File: config.mk
export PLATFORM = sky130hd
export DESIGN_NAME = reg_write_queue
export DESIGN_NICKNAME = d
export VERILOG_FILES = /design/src/rtl/reg_write_pkg.sv /design/src/rtl/wq_fwd_match.sv /design/src/rtl/reg_write_queue.sv
export SDC_FILE = /design/constraint.sdc
export NUM_CORES = 1
export LEC_CHECK = 0
export CAP_MARGIN = 20
export CORE_UTILIZATION = 45
export DETAILED_ROUTE_END_ITERATION = 10
export PLACE_DENSITY = 0.74
export SYNTH_ARGS = -nofsm -noshare
export SYNTH_HDL_FRONTEND = slang
export SYNTH_SLANG_ARGS = --single-unit
File: constraint.sdc
create_clock -name clk -period 3.45 [get_ports clk]
set_input_delay 0.69 -clock clk [delete_from_list [all_inputs] [get_ports clk]]
set_output_delay 0.69 -clock clk [all_outputs]
set_load 0.01 [all_outputs]
File: src/rtl/reg_write_pkg.sv
// Shared types and helpers for the register-file write queue.
//   WQ_WIDTH / WQ_SELECTOR : default data / register-address widths
//   wq_entry_t             : one queued write {addr, data}
//   ZERO_REG               : hard-wired zero register; writes to it are dropped
//   ptr_inc()              : wrapping pointer increment
package reg_write_pkg;

  localparam int unsigned WQ_WIDTH    = 32;
  localparam int unsigned WQ_SELECTOR = 5;

  typedef struct packed {
    logic [WQ_SELECTOR-1:0] addr;
    logic [WQ_WIDTH-1:0]    data;
  } wq_entry_t;

  localparam logic [WQ_SELECTOR-1:0] ZERO_REG = '0;

  function automatic int unsigned ptr_inc(input int unsigned ptr, input int unsigned depth);
    return (ptr + 1 == depth) ? 0 : ptr + 1;
  endfunction

endpackage

File: src/rtl/wq_fwd_match.sv
// Forwarding matcher for one register-file read port.
// Searches the stored queue entries for the youngest pending write to i_addr.
//   i_entries : queue storage, indexed by raw slot
//   i_valid   : per-slot occupancy mask (derived from head and count)
//   i_head    : oldest slot
//   i_addr    : lookup register address
//   o_hit     : a pending write to i_addr exists (never for the zero register)
//   o_data    : data of the youngest matching entry, 0 on a miss
module wq_fwd_match
  import reg_write_pkg::*;
#(
  parameter int unsigned DEPTH = 4
) (
  input  wq_entry_t                    i_entries [DEPTH],
  input  logic [DEPTH-1:0]             i_valid,
  input  logic [$clog2(DEPTH)-1:0]     i_head,
  input  logic [WQ_SELECTOR-1:0]       i_addr,
  output logic                         o_hit,
  output logic [WQ_WIDTH-1:0]          o_data
);

  localparam int unsigned PtrW = $clog2(DEPTH);

  logic [PtrW-1:0] w_idx;

  // Walk from the head toward the tail; a later match overrides an earlier one, so the
  // result is the entry closest to the tail (same as a priority search from tail-1 down).
  always_comb begin
    o_hit  = 1'b0;
    o_data = '0;
    w_idx  = i_head;
    for (int unsigned k = 0; k < DEPTH; k++) begin
      w_idx = i_head + PtrW'(k);
      if (i_valid[w_idx] && (i_entries[w_idx].addr == i_addr) && (i_addr != ZERO_REG)) begin
        o_hit  = 1'b1;
        o_data = i_entries[w_idx].data;
      end
    end
  end

endmodule

File: src/rtl/reg_write_queue.sv
// Register-file write queue: buffers write requests and drains one per cycle into the
// register file's single, handshake-free write port while drain_en_i allows it.
// Optional forwarding of pending writes to two read ports is built only when the macro
// REG_WRITE_QUEUE_FWD_EN is defined; otherwise fwd_hit_*_o / fwd_data_*_o are tied to 0.
//   clk, rst                  : clock, synchronous active-high reset
//   wr_valid_i/wr_ready_o     : producer handshake, wr_addr_i / wr_data_i payload
//   drain_en_i                : register-file write port available this cycle
//   Reg_Write_o, Write_Register_o, Write_Data_o : register-file write port
//   fwd_addr_*_i, fwd_hit_*_o, fwd_data_*_o     : forwarding lookups
//   count_o, empty_o, full_o  : occupancy
module reg_write_queue
  import reg_write_pkg::*;
#(
  parameter int unsigned WIDTH    = WQ_WIDTH,
  parameter int unsigned SELECTOR = WQ_SELECTOR,
  parameter int unsigned DEPTH    = 4
) (
  input  logic                       clk,
  input  logic                       rst,
  input  logic                       wr_valid_i,
  output logic                       wr_ready_o,
  input  logic [SELECTOR-1:0]        wr_addr_i,
  input  logic [WIDTH-1:0]           wr_data_i,
  input  logic                       drain_en_i,
  output logic                       Reg_Write_o,
  output logic [SELECTOR-1:0]        Write_Register_o,
  output logic [WIDTH-1:0]           Write_Data_o,
  input  logic [SELECTOR-1:0]        fwd_addr_1_i,
  input  logic [SELECTOR-1:0]        fwd_addr_2_i,
  output logic                       fwd_hit_1_o,
  output logic                       fwd_hit_2_o,
  output logic [WIDTH-1:0]           fwd_data_1_o,
  output logic [WIDTH-1:0]           fwd_data_2_o,
  output logic [$clog2(DEPTH):0]     count_o,
  output logic                       empty_o,
  output logic                       full_o
);

  localparam int unsigned PtrW = $clog2(DEPTH);
  localparam int unsigned CntW = PtrW + 1;

  // Entry storage uses the package struct, so the widths must agree with it.
  if (WIDTH != WQ_WIDTH || SELECTOR != WQ_SELECTOR || DEPTH < 2 || (1 << PtrW) != DEPTH)
  begin : g_cfg_check
    $error("reg_write_queue: unsupported WIDTH/SELECTOR/DEPTH combination");
  end

  wq_entry_t       r_mem [DEPTH];
  logic [PtrW-1:0] r_head, r_tail;
  logic [CntW-1:0] r_count, w_count_d;
  logic            w_full, w_empty, w_store, w_drain;
  logic [DEPTH-1:0] w_valid;
  logic [PtrW-1:0]  w_off [DEPTH];

  assign w_full  = (r_count == CntW'(DEPTH));
  assign w_empty = (r_count == '0);

  assign full_o     = w_full && !rst;
  assign empty_o    = w_empty || rst;
  assign count_o    = rst ? '0 : r_count;
  assign wr_ready_o = !w_full && !rst;

  // Zero-register writes complete the handshake but are never stored.
  assign w_store = wr_valid_i && wr_ready_o && (wr_addr_i != ZERO_REG);
  assign w_drain = !empty_o && drain_en_i;

  assign Reg_Write_o      = w_drain;
  assign Write_Register_o = empty_o ? '0 : r_mem[r_head].addr;
  assign Write_Data_o     = empty_o ? '0 : r_mem[r_head].data;

  assign w_count_d = r_count + CntW'(w_store) - CntW'(w_drain);

  always_ff @(posedge clk) begin
    if (rst) begin
      r_head  <= '0;
      r_tail  <= '0;
      r_count <= '0;
    end else begin
      if (w_store) r_tail <= PtrW'(ptr_inc(32'(r_tail), DEPTH));
      if (w_drain) r_head <= PtrW'(ptr_inc(32'(r_head), DEPTH));
      r_count <= w_count_d;
    end
  end

  // Contents are deliberately not reset; occupancy alone decides validity.
  always_ff @(posedge clk) begin
    if (w_store) r_mem[r_tail] <= {wr_addr_i, wr_data_i};
  end

  // A slot is occupied when its distance from the head (mod DEPTH) is below count.
  for (genvar g = 0; g < DEPTH; g++) begin : g_valid
    assign w_off[g]   = PtrW'(g) - r_head;
    assign w_valid[g] = ({1'b0, w_off[g]} < r_count);
  end

`ifdef REG_WRITE_QUEUE_FWD_EN
  logic             w_hit_1, w_hit_2;
  logic [WIDTH-1:0] w_data_1, w_data_2;

  wq_fwd_match #(.DEPTH(DEPTH)) u_fwd_match_1 (
    .i_entries (r_mem),
    .i_valid   (w_valid),
    .i_head    (r_head),
    .i_addr    (fwd_addr_1_i),
    .o_hit     (w_hit_1),
    .o_data    (w_data_1)
  );

  wq_fwd_match #(.DEPTH(DEPTH)) u_fwd_match_2 (
    .i_entries (r_mem),
    .i_valid   (w_valid),
    .i_head    (r_head),
    .i_addr    (fwd_addr_2_i),
    .o_hit     (w_hit_2),
    .o_data    (w_data_2)
  );

  assign fwd_hit_1_o  = w_hit_1 && !rst;
  assign fwd_hit_2_o  = w_hit_2 && !rst;
  assign fwd_data_1_o = rst ? '0 : w_data_1;
  assign fwd_data_2_o = rst ? '0 : w_data_2;
`else
  logic w_unused_fwd;
  assign w_unused_fwd = ^{fwd_addr_1_i, fwd_addr_2_i, w_valid};

  assign fwd_hit_1_o  = 1'b0;
  assign fwd_hit_2_o  = 1'b0;
  assign fwd_data_1_o = '0;
  assign fwd_data_2_o = '0;
`endif

endmodule

==> impl_metrics.py <==
metrics = {
    "clocking": {
        "cts_tree": "yes",
        "ctsResizeCount": 0,
        "clock_path_buffers": 2,
        "root_buffer": "clkbuf_16",
        "cts_buffers": 17,
        "clk_latency_ns": 0.41,
        "htree_levels": 4,
        "cts_setup_buffers": 0,
        "holdBufCountCts": 0,
        "clk_pin_slew_ns": 0.07,
        "cts_sinks": 157,
    },
    "worst_setup_path": {
        "required_ns": 2.76,
        "path_class": "in -> out",
        "crit_fanout": 38,
        "critPathCaptureType": "primary output",
        "critPathArrivalTime_ns": 2.41,
        "cp-start-kind": "input pin",
    },
    "logic_synthesis": {
        "synth.largest_area_cell": "edfxtp_1",
        "netlist_top_cells_area": "edfxtp_1 67%, mux4_2 13%, buf_4 7.9%, nor2b_1 4.1%, dfxtp_1 2.7%",
        "syn-cell-area_mm2": 0.00664,
        "synth_seq_area_share": 0.696,
        "syn_area_per_cell_um2": 18.6,
        "synth-seq-cells": 157,
        "ys_types": 23,
        "syn_inst": 357,
        "synth_warnings": 0,
        "synth_top_area_share": 0.669,
    },
    "detailed_routing": {
        "vias_per_cell": 4.90,
        "wl_met3_um": 670,
        "wl_per_cell_um": 16.9,
        "met2_length_um": 5350,
        "drtIter0Drc": 203,
        "wirelength_um": 11100,
        "top_layer": "met4",
        "dr.pass1.iters": 4,
        "drt-met1-wl_um": 4900,
        "drc": 0,
        "dr_total_vias": 3212,
        "detail-route-antenna-nets": 0,
    },
    "min_path": {
        "hold_path.class": "reg -> reg",
    },
    "floorplan": {
        "die_height_um": 124,
        "initial_utilization": 0.459,
        "coreArea_mm2": 0.0145,
        "die-width_um": 124,
        "pin_count": 161,
        "fp-row-count": 44,
        "die_area_mm2": 0.0153,
    },
    "global_route": {
        "grt_pass1_vias": 3218,
        "grt_pass1_wl_um": 17100,
        "gr-total-overflow": 0,
        "antenna_found_initial": 0,
        "track_usage": 0.157,
        "grt_max_degree": 39,
    },
    "power_and_ir_drop": {
        "p_leak_nw": 2.74,
        "power_mw": 5.32,
        "powerDensity_mw_per_mm2": 656,
        "ir_drop_mv": 0.336,
    },
    "timing": {
        "finalSetupTns_ns": 0,
        "slew_headroom": 0.568,
        "max_freq_ghz": 0.323,
        "hold_slack_ns": 0.600,
        "rsz0062_at_grt": "false",
        "slew_viol_final": 0,
        "fin_skew_ns": 0.00831,
        "finalCritPeriodShare": 0.898,
        "period_needed_ns": 3.10,
        "setup_viol": 0,
        "tightest_slew_ns": 0.648,
        "hold_viol": 0,
    },
    "placement": {
        "hpwl_um": 6630,
        "gp_congestion": 0.754,
        "io_buffer_count": 84,
    },
    "job": {
        "maxCapViolCount": 0,
    },
    "layout": {
        "drive_above_1_share": 0.206,
        "fin_nets": 517,
        "syn2layout_area_growth_pct": 22.1,
        "final_util": 0.560,
        "diodes": 0,
    },
    "status": {
        "status": "complete, no violations",
    },
}
where the power goes:
| part | internal [mW] | leakage, nW | total [mW] | switching (mW) |
|---|---|---|---|---|
| sequential | 2.24 | 1.42 | 2.33 | 0.0901 |
| combinational | 0.709 | 1.04 | 1.24 | 0.528 |
| clock | 1.01 | 0.282 | 1.76 | 0.755 |
| total | 3.95 | 2.74 | 5.32 | 1.37 |
synthesized netlist by cell type:
cell       instances
nor2_1             8
mux2_4             2
xor2_1             1
and2_1             4
mux2_2             4
or2_2              1
edfxtp_1         148
dfxtp_1            9
mux4_2            37
nand2b_1           1
a2111oi_4          1
clkbuf_1           3
xnor2_1            2
ha_1               6
nor3_1             2
conb_1             1
fa_1               1
buf_4             70
buf_2              5
nor2b_1           44
inv_1              4
nor3b_2            2
buf_1              1
worst paths after layout:
| check | start | to | slack, ns | depth (start not counted) |
|---|---|---|---|---|
| setup / recovery | rst | Write_Register_o[4] | 0.35 | 5 |
| hold / removal | r_count[1] | r_count[2] | 0.60 | 2 |
| setup reg to reg | r_count[2] | r_count[2] | 1.12 | 8 |
| hold reg to reg | r_count[1] | r_count[2] | 0.60 | 2 |
stage by stage:
stage / setup WS [ns] / instances / area [µm²]
floorplan: 0.794 / 422 / 6890
global placement: 0.286 / 624 / 7550
detailed placement: 0.240 / 624 / 7550
CTS: 0.268 / 656 / 8110
global route: 0.172 / 656 / 8110
finish: 0.350 / 656 / 8110
area by class of cell:
cell class	count	area [µm²]
well taps	184	230
repair buffers	97	988
clock buffers	17	425
inverters	4	15.0
fillers	1129	6370
flip-flops and latches	157	4630
multi-input cells	182	1690
clock inverters	15	135
flip-flops by register name (all words and copies together) (netlist names), named ones only:
signal	flops
r_count	3
r_head	2
r_tail	2
r_mem	148
critical path: stages:
cell             delay [ns]
clkdlybuf4s50_1        0.41
or2_2                  0.33
buf_12                 0.19
nor2b_1                0.20
clkdlybuf4s50_1        0.58
layer usage:
layer  vias to the layer above  GRT usage
met1                      1624      0.205
met5                         -          0
met2                       144      0.245
met3                        16     0.0517
met4                         0     0.0587
li1                       1428          -
cell usage in the layout, fill, tap and decap left out, types with 6 or more instances in the layout:
cell,Yosys,routed
edfxtp_1,148,148
clkdlybuf4s50_1,0,84
conb_1,1,66
nor2b_1,44,44
mux4_2,37,37
clkbuf_16,0,17
buf_4,70,9
nor2_1,8,8
dfxtp_1,9,7
ha_1,6,6
inv_6,0,6
kinds of logic (layout without fill, tap and decap cells):
kind of cell,after synthesis,in the layout,share of synthesized area
flops,157,157,0.696
buf+inv,83,133,0.0874
simple gates,62,62,0.0569
mux,43,43,0.137
fa+ha+maj,7,7,0.0143
xor+xnor,3,3,0.00396
other cells,1,66,0.000564
compound gates,1,1,0.00414
Power figures use the tool's default switching activity.
